--- config.mk ---
export PLATFORM = sky130hd
export DESIGN_NAME = jtag_master
export DESIGN_NICKNAME = d
export VERILOG_FILES = /design/src/rtl/jtag_master_pkg.sv /design/src/rtl/sync_2ff.sv /design/src/rtl/jtag_master.sv
export SDC_FILE = /design/constraint.sdc
export NUM_CORES = 1
export LEC_CHECK = 0
export CAP_MARGIN = 20
export CORE_ASPECT_RATIO = 0.75
export CORE_MARGIN = 5
export CORE_UTILIZATION = 45
export CTS_CLUSTER_DIAMETER = 150
export CTS_CLUSTER_SIZE = 24
export DETAILED_ROUTE_END_ITERATION = 6
export PLACE_DENSITY = 0.73
export SETUP_SLACK_MARGIN = 0.05
export SLEW_MARGIN = 20
export SYNTH_ARGS = -nofsm -noshare
export SYNTH_HDL_FRONTEND = slang
export SYNTH_HIERARCHICAL = 1
export SYNTH_SLANG_ARGS = --single-unit
--- constraint.sdc ---
create_clock -name io_mainClk -period 2.2 [get_ports io_mainClk]
set_input_delay 0.33 -clock io_mainClk [delete_from_list [all_inputs] [get_ports io_mainClk]]
set_output_delay 0.33 -clock io_mainClk [all_outputs]
set_load 0.1 [all_outputs]
--- src/rtl/jtag_master_pkg.sv ---
// Shared types and constants for the JTAG initiator.
//   state_t     : FSM states (IDLE, LOW, HIGH, RESP)
//   jtag_cmd_t  : latched command payload (len, tms, tdi)
//   *_RST       : reset / park values of the JTAG pins
package jtag_master_pkg;

  localparam int unsigned JTAG_MAX_BITS = 32;
  localparam int unsigned JTAG_LEN_W    = 5;
  // Divider counter width; large enough for CLK_DIV up to 255.
  localparam int unsigned DIV_W         = 8;

  localparam logic TCK_RST = 1'b0;
  localparam logic TMS_RST = 1'b1;
  localparam logic TDI_RST = 1'b0;

  typedef enum logic [1:0] {
    IDLE = 2'd0,
    LOW  = 2'd1,
    HIGH = 2'd2,
    RESP = 2'd3
  } state_t;

  typedef struct packed {
    logic [JTAG_LEN_W-1:0]    len;
    logic [JTAG_MAX_BITS-1:0] tms;
    logic [JTAG_MAX_BITS-1:0] tdi;
  } jtag_cmd_t;

endpackage

--- src/rtl/sync_2ff.sv ---
// Generic two-flop synchronizer with asynchronous active-low reset.
//   clk   : destination clock
//   rst_n : asynchronous active-low reset, loads RST_VAL into both stages
//   d     : asynchronous input
//   q     : synchronized output, two clk cycles of latency
module sync_2ff #(
  parameter int unsigned     WIDTH   = 1,
  parameter logic [WIDTH-1:0] RST_VAL = '0
) (
  input  logic             clk,
  input  logic             rst_n,
  input  logic [WIDTH-1:0] d,
  output logic [WIDTH-1:0] q
);

  logic [WIDTH-1:0] meta;

  always_ff @(posedge clk or negedge rst_n) begin
    if (!rst_n) begin
      meta <= RST_VAL;
      q    <= RST_VAL;
    end else begin
      meta <= d;
      q    <= meta;
    end
  end

endmodule

--- src/rtl/jtag_master.sv ---
// Clocked JTAG initiator: shifts 1..32 TMS/TDI bits per command out on
// TCK/TMS/TDI and returns the TDO bits captured on each TCK rise.
//   io_mainClk / io_asyncResetn : system clock, async active-low reset
//   io_cmd_*   : command (valid/ready, len = bits-1, tms, tdi, LSB first)
//   io_rsp_*   : response (valid/ready, captured tdo, LSB first)
//   io_busy    : high whenever the FSM is not in IDLE
//   io_jtag_*  : JTAG pins; tdo is asynchronous and synchronized here
module jtag_master
  import jtag_master_pkg::*;
#(
  parameter int unsigned CLK_DIV = 4
) (
  input  logic                     io_mainClk,
  input  logic                     io_asyncResetn,
  input  logic                     io_cmd_valid,
  output logic                     io_cmd_ready,
  input  logic [JTAG_LEN_W-1:0]    io_cmd_len,
  input  logic [JTAG_MAX_BITS-1:0] io_cmd_tms,
  input  logic [JTAG_MAX_BITS-1:0] io_cmd_tdi,
  output logic                     io_rsp_valid,
  input  logic                     io_rsp_ready,
  output logic [JTAG_MAX_BITS-1:0] io_rsp_tdo,
  output logic                     io_busy,
  output logic                     io_jtag_tck,
  output logic                     io_jtag_tms,
  output logic                     io_jtag_tdi,
  input  logic                     io_jtag_tdo
);

  localparam logic [DIV_W-1:0] DIV_RELOAD = DIV_W'(CLK_DIV - 1);

  state_t                   state_q, state_d;
  logic [DIV_W-1:0]         div_q, div_d;
  logic [JTAG_LEN_W-1:0]    idx_q, idx_d;
  logic [JTAG_LEN_W-1:0]    idx_inc;
  jtag_cmd_t                cmd_q, cmd_d;
  logic [JTAG_MAX_BITS-1:0] cap_q, cap_d;
  logic                     tck_q, tck_d;
  logic                     tms_q, tms_d;
  logic                     tdi_q, tdi_d;
  logic                     cmd_ready_q, cmd_ready_d;
  logic                     rsp_valid_q, rsp_valid_d;
  logic                     busy_q, busy_d;
  logic                     tdo_s;
  logic                     accept;
  logic                     rsp_hs;
  logic                     div_zero;
  logic                     last_bit;

  // TDO crosses from the target's TCK domain; settles CLK_DIV cycles before use.
  sync_2ff #(
    .WIDTH   (1),
    .RST_VAL (1'b0)
  ) u_tdo_sync (
    .clk   (io_mainClk),
    .rst_n (io_asyncResetn),
    .d     (io_jtag_tdo),
    .q     (tdo_s)
  );

  assign accept   = (state_q == IDLE) && io_cmd_valid && cmd_ready_q;
  assign rsp_hs   = (state_q == RESP) && rsp_valid_q && io_rsp_ready;
  assign div_zero = (div_q == '0);
  assign last_bit = (idx_q == cmd_q.len);
  assign idx_inc  = idx_q + JTAG_LEN_W'(1);

  // State register.
  always_ff @(posedge io_mainClk or negedge io_asyncResetn) begin
    if (!io_asyncResetn) begin
      state_q <= IDLE;
    end else begin
      state_q <= state_d;
    end
  end

  // Next-state logic.
  always_comb begin
    state_d = state_q;
    case (state_q)
      IDLE: if (accept)   state_d = LOW;
      LOW:  if (div_zero) state_d = HIGH;
      HIGH: if (div_zero) state_d = last_bit ? RESP : LOW;
      RESP: if (rsp_hs)   state_d = IDLE;
      default:            state_d = IDLE;
    endcase
  end

  // Output and datapath next values; pins hold unless a bit boundary moves them.
  always_comb begin
    div_d       = div_q;
    idx_d       = idx_q;
    cmd_d       = cmd_q;
    cap_d       = cap_q;
    tck_d       = tck_q;
    tms_d       = tms_q;
    tdi_d       = tdi_q;

    case (state_q)
      IDLE: begin
        tck_d = 1'b0;
        if (accept) begin
          cmd_d.len = io_cmd_len;
          cmd_d.tms = io_cmd_tms;
          cmd_d.tdi = io_cmd_tdi;
          idx_d     = '0;
          cap_d     = '0;
          tms_d     = io_cmd_tms[0];
          tdi_d     = io_cmd_tdi[0];
          div_d     = DIV_RELOAD;
        end
      end
      LOW: begin
        if (div_zero) begin
          tck_d        = 1'b1;
          cap_d[idx_q] = tdo_s;
          div_d        = DIV_RELOAD;
        end else begin
          div_d = div_q - DIV_W'(1);
        end
      end
      HIGH: begin
        if (div_zero) begin
          tck_d = 1'b0;
          if (!last_bit) begin
            idx_d = idx_inc;
            tms_d = cmd_q.tms[idx_inc];
            tdi_d = cmd_q.tdi[idx_inc];
            div_d = DIV_RELOAD;
          end
        end else begin
          div_d = div_q - DIV_W'(1);
        end
      end
      RESP: begin
        tck_d = 1'b0;
      end
      default: begin
        tck_d = 1'b0;
      end
    endcase

    cmd_ready_d = (state_d == IDLE);
    rsp_valid_d = (state_d == RESP);
    busy_d      = (state_d != IDLE);
  end

  // Datapath and registered outputs.
  always_ff @(posedge io_mainClk or negedge io_asyncResetn) begin
    if (!io_asyncResetn) begin
      div_q       <= '0;
      idx_q       <= '0;
      cmd_q       <= '0;
      cap_q       <= '0;
      tck_q       <= TCK_RST;
      tms_q       <= TMS_RST;
      tdi_q       <= TDI_RST;
      cmd_ready_q <= 1'b0;
      rsp_valid_q <= 1'b0;
      busy_q      <= 1'b0;
    end else begin
      div_q       <= div_d;
      idx_q       <= idx_d;
      cmd_q       <= cmd_d;
      cap_q       <= cap_d;
      tck_q       <= tck_d;
      tms_q       <= tms_d;
      tdi_q       <= tdi_d;
      cmd_ready_q <= cmd_ready_d;
      rsp_valid_q <= rsp_valid_d;
      busy_q      <= busy_d;
    end
  end

  assign io_cmd_ready = cmd_ready_q;
  assign io_rsp_valid = rsp_valid_q;
  assign io_rsp_tdo   = cap_q;
  assign io_busy      = busy_q;
  assign io_jtag_tck  = tck_q;
  assign io_jtag_tms  = tms_q;
  assign io_jtag_tdi  = tdi_q;

endmodule
* Yosys cells after proc, flatten, opt, wreduce, memory -nomap -nowiden
Index checks and enable logic that the tools add are counted.
Widths: inputs -> output; s select.
** Storage, ports and cells
- Bits of input ports :: 74
- Output and inout port bits :: 38
- Bits in registers :: 124
- Logic and storage cells :: 84
** Cells by class
- Mux-type cells :: 36
- Add/sub/neg operators :: 2
- Eq/ne operators :: 10
- Order comparisons :: 3
- Reduce and logical (&&, ||, !) cells :: 18
** Operators by type and width (count)
- $mux 32 :: 2
- $pmux 32 s2 :: 1
- $bwmux 32 :: 1
- $mux 8 :: 4
- $pmux 8 s3 :: 1
- $mux 5 :: 3
- $lt 5x6->1 const B :: 2
- $mux 1 :: 11
- $bmux 1 s5 :: 2
- $mux 2 :: 5
- $pmux 5 s2 :: 1
- $logic_not 8->1 :: 1
- $ne 2x2->1 const B :: 4
- $pmux 2 s4 :: 1
- $sub 8x1->8 const B :: 1
- $eq 2x2->1 const B :: 3
- $reduce_and 3->1 :: 2
- $reduce_bool 2->1 :: 3
- $add 5x1->5 const B :: 1
- $demux 1 s5 :: 1
- $eq 5x5->1 :: 1
- $ge 5x1->1 const B :: 1
- $logic_and 1x1->1 :: 5
- $logic_not 2->1 :: 2
- 8 further kinds :: 10

* Longest topological paths before layout
- Depth in word-level cells :: 7
- Depth in mapped cells :: 9
- Depth with buffers taken out :: 8

* Cells and area by module
The synthesis kept the hierarchy.
** By module, submodules not included
- jtag_master :: seq. area each 3054.2 um^2, area an instance 6023.3 um^2, cells each 647, times used 1
- sync_2ff :: seq. area each 50.0 um^2, area an instance 50.0 um^2, cells each 2, times used 1

* Least setup slack after synthesis
OpenSTA, ideal clock, no wires.
- Path kind :: reg-to-reg
- Start :: register cmd_ready_q, in the netlist io_cmd_ready
- End :: register div_q[3]
- Arrival time :: 2.253 ns
- Required time :: 2.122 ns
- Period minus slack after synthesis :: 2.330 ns
- Buffers on the path :: 0
- Cell stages (with the launch flop) :: 6
- Path slack :: -0.130 ns
- Library setup time :: 0.078 ns
- Cells stage by stage :: dfrtp_1 a21boi_1 nor2_1 o31ai_4 or4_1 a21oi_1
** On the way
- Cells in the longest elaborated chain, start to end :: 3
** RTL lines
- start: declaration :: line jtag_master.sv:41 : logic cmd_ready_q, cmd_ready_d;
- start signal: assignment :: line jtag_master.sv:168 : cmd_ready_q <= cmd_ready_d;
- $logic_and 1x1->1 :: line jtag_master.sv:61 : assign accept = (state_q == IDLE) && io_cmd_valid && cmd_ready_q;
- $ne 2x2->1 (no line)
- $reduce_and 3->1 (no line)
- end signal: assignment :: line jtag_master.sv:161 : div_q <= div_d;
- end: declaration :: line jtag_master.sv:33 : logic [DIV_W-1:0] div_q, div_d;
No other way between the ends.
A chain may end at the register's enable or synchronous reset.

* Final worst setup path
- Start :: register div_q[0]
- End :: register cap_q[31], in the netlist io_rsp_tdo[31]
** On the way
- Cells in the longest elaborated chain, start to end :: 3
** RTL lines
- $logic_not 8->1 :: line jtag_master.sv:63 : assign div_zero = (div_q == '0);
- $ne 2x2->1 (no line)
- $reduce_and 3->1 (no line)
- end signal: assignment :: line jtag_master.sv:164 : cap_q <= cap_d;
- end: declaration :: line jtag_master.sv:37 : logic [JTAG_MAX_BITS-1:0] cap_q, cap_d;
No other way between the ends.

==> impl_metrics.env <==
export IMPL_status="complete, no violations"
export IMPL_drtIter0Drc=398
export IMPL_drv_slew=0
export IMPL_synth_xor_area_share=0.0130
export IMPL_synth_nets=734
export IMPL_gp_congestion=0.905
export IMPL_worstSetupEndpointType="register"
export IMPL_io_buffers=111
export IMPL_ant_nets=0
export IMPL_diodes=0
export IMPL_syn_avg_cell_area_sq_um=9.36
export IMPL_power_total_mw=5.11
export IMPL_grt_overflow=0
export IMPL_ys_async_sr_fraction=1.00
export IMPL_leakagePower_nw=3.76
export IMPL_insertion_delay_ps=410
export IMPL_finalSetupViolCount=0
export IMPL_synthAdderAreaFrac=0.0227
export IMPL_fmax_ghz=0.482
export IMPL_syn_cell_area_sq_um=6070
export IMPL_htree_levels=4
export IMPL_final_min_clock_period_ps=2070
export IMPL_worst_pin_slew_ps=492
export IMPL_drc=0
export IMPL_grt_pass1_wl_um=25600
export IMPL_dieArea_sq_um=15900
export IMPL_ys_flop_type="dfrtp_1"
export IMPL_drv_cap=0
export IMPL_area_delta_synth_final_pct=31.7
export IMPL_synth_top_family_by_area="simple AND/OR/NAND/NOR gates"
export IMPL_synth_compound_area_frac=0.136
export IMPL_clock_skew_ps=10.1
export IMPL_grt_max_degree=72
export IMPL_io_pins=112
export IMPL_mostFrequentLayoutCells="nand2_1 (231), dfrtp_1 (119), clkdlybuf4s50_1 (72)"
export IMPL_cts_root_buf="clkbuf_16"
export IMPL_start_util=0.463
export IMPL_crit_arrival_ps=2360
export IMPL_slew_headroom=0.671
export IMPL_final_common_cell="nand2_1"
export IMPL_antenna_found_initial=0
export IMPL_clock_sinks=124
export IMPL_hp_class="register to register"
export IMPL_hold_violations=0
export IMPL_cts_buffers=17
export IMPL_path_clk_slew_ps=50
export IMPL_rsz0062_at_grt="true"
export IMPL_die_height_um=111
export IMPL_synth_warnings=6
export IMPL_avgRoutedWirePerCell_um=16.1
export IMPL_synth_seq_cells=124
export IMPL_cp_required_ps=2490
export IMPL_cts_tree="done"
export IMPL_synth_cell_types=52
export IMPL_vias=5076
export IMPL_drtPass1Iterations=5
export IMPL_p_per_area_nw_per_um2=639
export IMPL_synthMuxAreaShare=0.0956
export IMPL_critPathKind="register to register"
export IMPL_crit_path_start_kind="register"
export IMPL_drt_total_wl_um=15400
export IMPL_drive_above_1_share=0.165
export IMPL_rows=36
export IMPL_tns_ps=0
export IMPL_yosysSeqAreaShare=0.511
export IMPL_fin_crit_sh=0.943
export IMPL_first_global_vias=5122
export IMPL_nets=859
export IMPL_fp_dieW_um=144
export IMPL_worstPathMaxFanout=3
export IMPL_clk_path_buf_depth=2
export IMPL_netlist_instances=649
export IMPL_synth_edf_count=0
export IMPL_track_usage=0.199
export IMPL_yosys_area_share_simple=0.192
export IMPL_irDropWorstVdd_uv=621
export IMPL_dp_hpwl_um=10700
export IMPL_fp_coreArea_sq_um=13100
export IMPL_drt_vias_per_instance=5.30
final cells by class:
type | count | area (sq um)
timing repair buffer | 138 | 1260
clock inverter | 12 | 97.6
sequential | 124 | 3110
inverter | 13 | 51.3
tap | 171 | 214
clock buffer | 20 | 447
multi-input combinational | 480 | 2820
fill | 1080 | 5110
where the power goes:
group	internal, mW	leakage (nW)	switching [mW]
Combinational	0.132	1.81	0.114
Sequential	2.29	1.67	0.00432
Clock	1.57	0.269	0.997
Total	3.99	3.76	1.12
kinds of logic after synthesis:
group / count (synthesis)
compound gates: 131
flops: 124
simple gates: 281
mux: 48
fa+ha+maj: 11
xor+xnor: 9
buf+inv: 45
cell usage after synthesis (2+ instances only):
cell type  instances  area share
nor2_1            11      0.0068
o21ai_0            5      0.0041
nor2b_1            6      0.0062
dfrtp_1          123        0.51
nand2b_1           4      0.0041
nand3_1            7      0.0058
buf_4              2      0.0025
o31ai_1            6      0.0074
a21boi_0          30       0.037
clkbuf_1          26       0.016
a22o_1             3      0.0043
xor2_1             3      0.0043
nor3_1             3      0.0025
ha_1              11       0.023
or3_1              2      0.0021
inv_2              2      0.0012
or4_1              4      0.0049
nand2_1          231        0.14
mux2i_1           40       0.066
o21ai_1           65       0.054
inv_1             10      0.0062
mux4_2             8       0.030
and2_1             2      0.0021
a21oi_1           10      0.0082
xnor2_1            6      0.0087
buf_2              3      0.0025
registers in the layout, indices dropped and copies added, names as in the netlist, 2 cells and up:
| register | count |
|---|---|
| cmd_q | 69 |
| div_q | 8 |
| io_rsp_tdo | 32 |
| state_q | 2 |
| idx_q | 5 |
metal layers:
metal / part of all wire / global-route usage / up-vias
met3: 0.070 / 0.0575 / 15
met1: 0.45 / 0.281 / 2456
met5: 0 / 0 / -
met4: 0.010 / 0.0503 / 0
li1: - / - / 2444
met2: 0.47 / 0.301 / 161
critical path: stages, from the launching register on:
cell and delay [ps]:
dfrtp_1 390, inv_1 90, ha_2 180, or3b_4 390, o21ai_2 180, o21ai_2 90
or4_1 510, o221a_2 130
metrics by stage:
stage          setup WS (ps)  cells  utilization  instance area, sq um  hold slack [ps]
2_1_floorplan           52.3    649            -                  6080             34.4
3_3_place_gp            78.6    924        0.565                  7410              289
3_5_place_dp            18.8    924        0.565                  7410              293
4_1_cts                 69.8    957        0.608                  7970              354
5_1_grt                 31.8    958        0.610                  8000              349
6_report                 126    958        0.610                  8000              361
what timing repair did:
action	in CTS	in global routing
pin swaps	0	1
endpoints found under the hold margin	28	0
gates resized for setup	2	7
hold buffers	1	0
buffers inserted	0	1
setup endpoints to repair	3	33
worst paths after layout:
check | from | to | slack [ps] | cells past startpoint
worst max-delay path | div_q[0] | io_rsp_tdo[31] | 130 | 7
worst min-delay path | u_tdo_sync/meta | u_tdo_sync/q | 360 | 0
worst max register to register | div_q[0] | io_rsp_tdo[31] | 130 | 7
worst min register to register | u_tdo_sync/meta | u_tdo_sync/q | 360 | 0
max in group asynchronous | io_asyncResetn | io_jtag_tms | 1170 | 3
min in group asynchronous | io_asyncResetn | io_rsp_tdo[8] | 400 | 2
No activity file was read; power rests on OpenSTA's default activity.
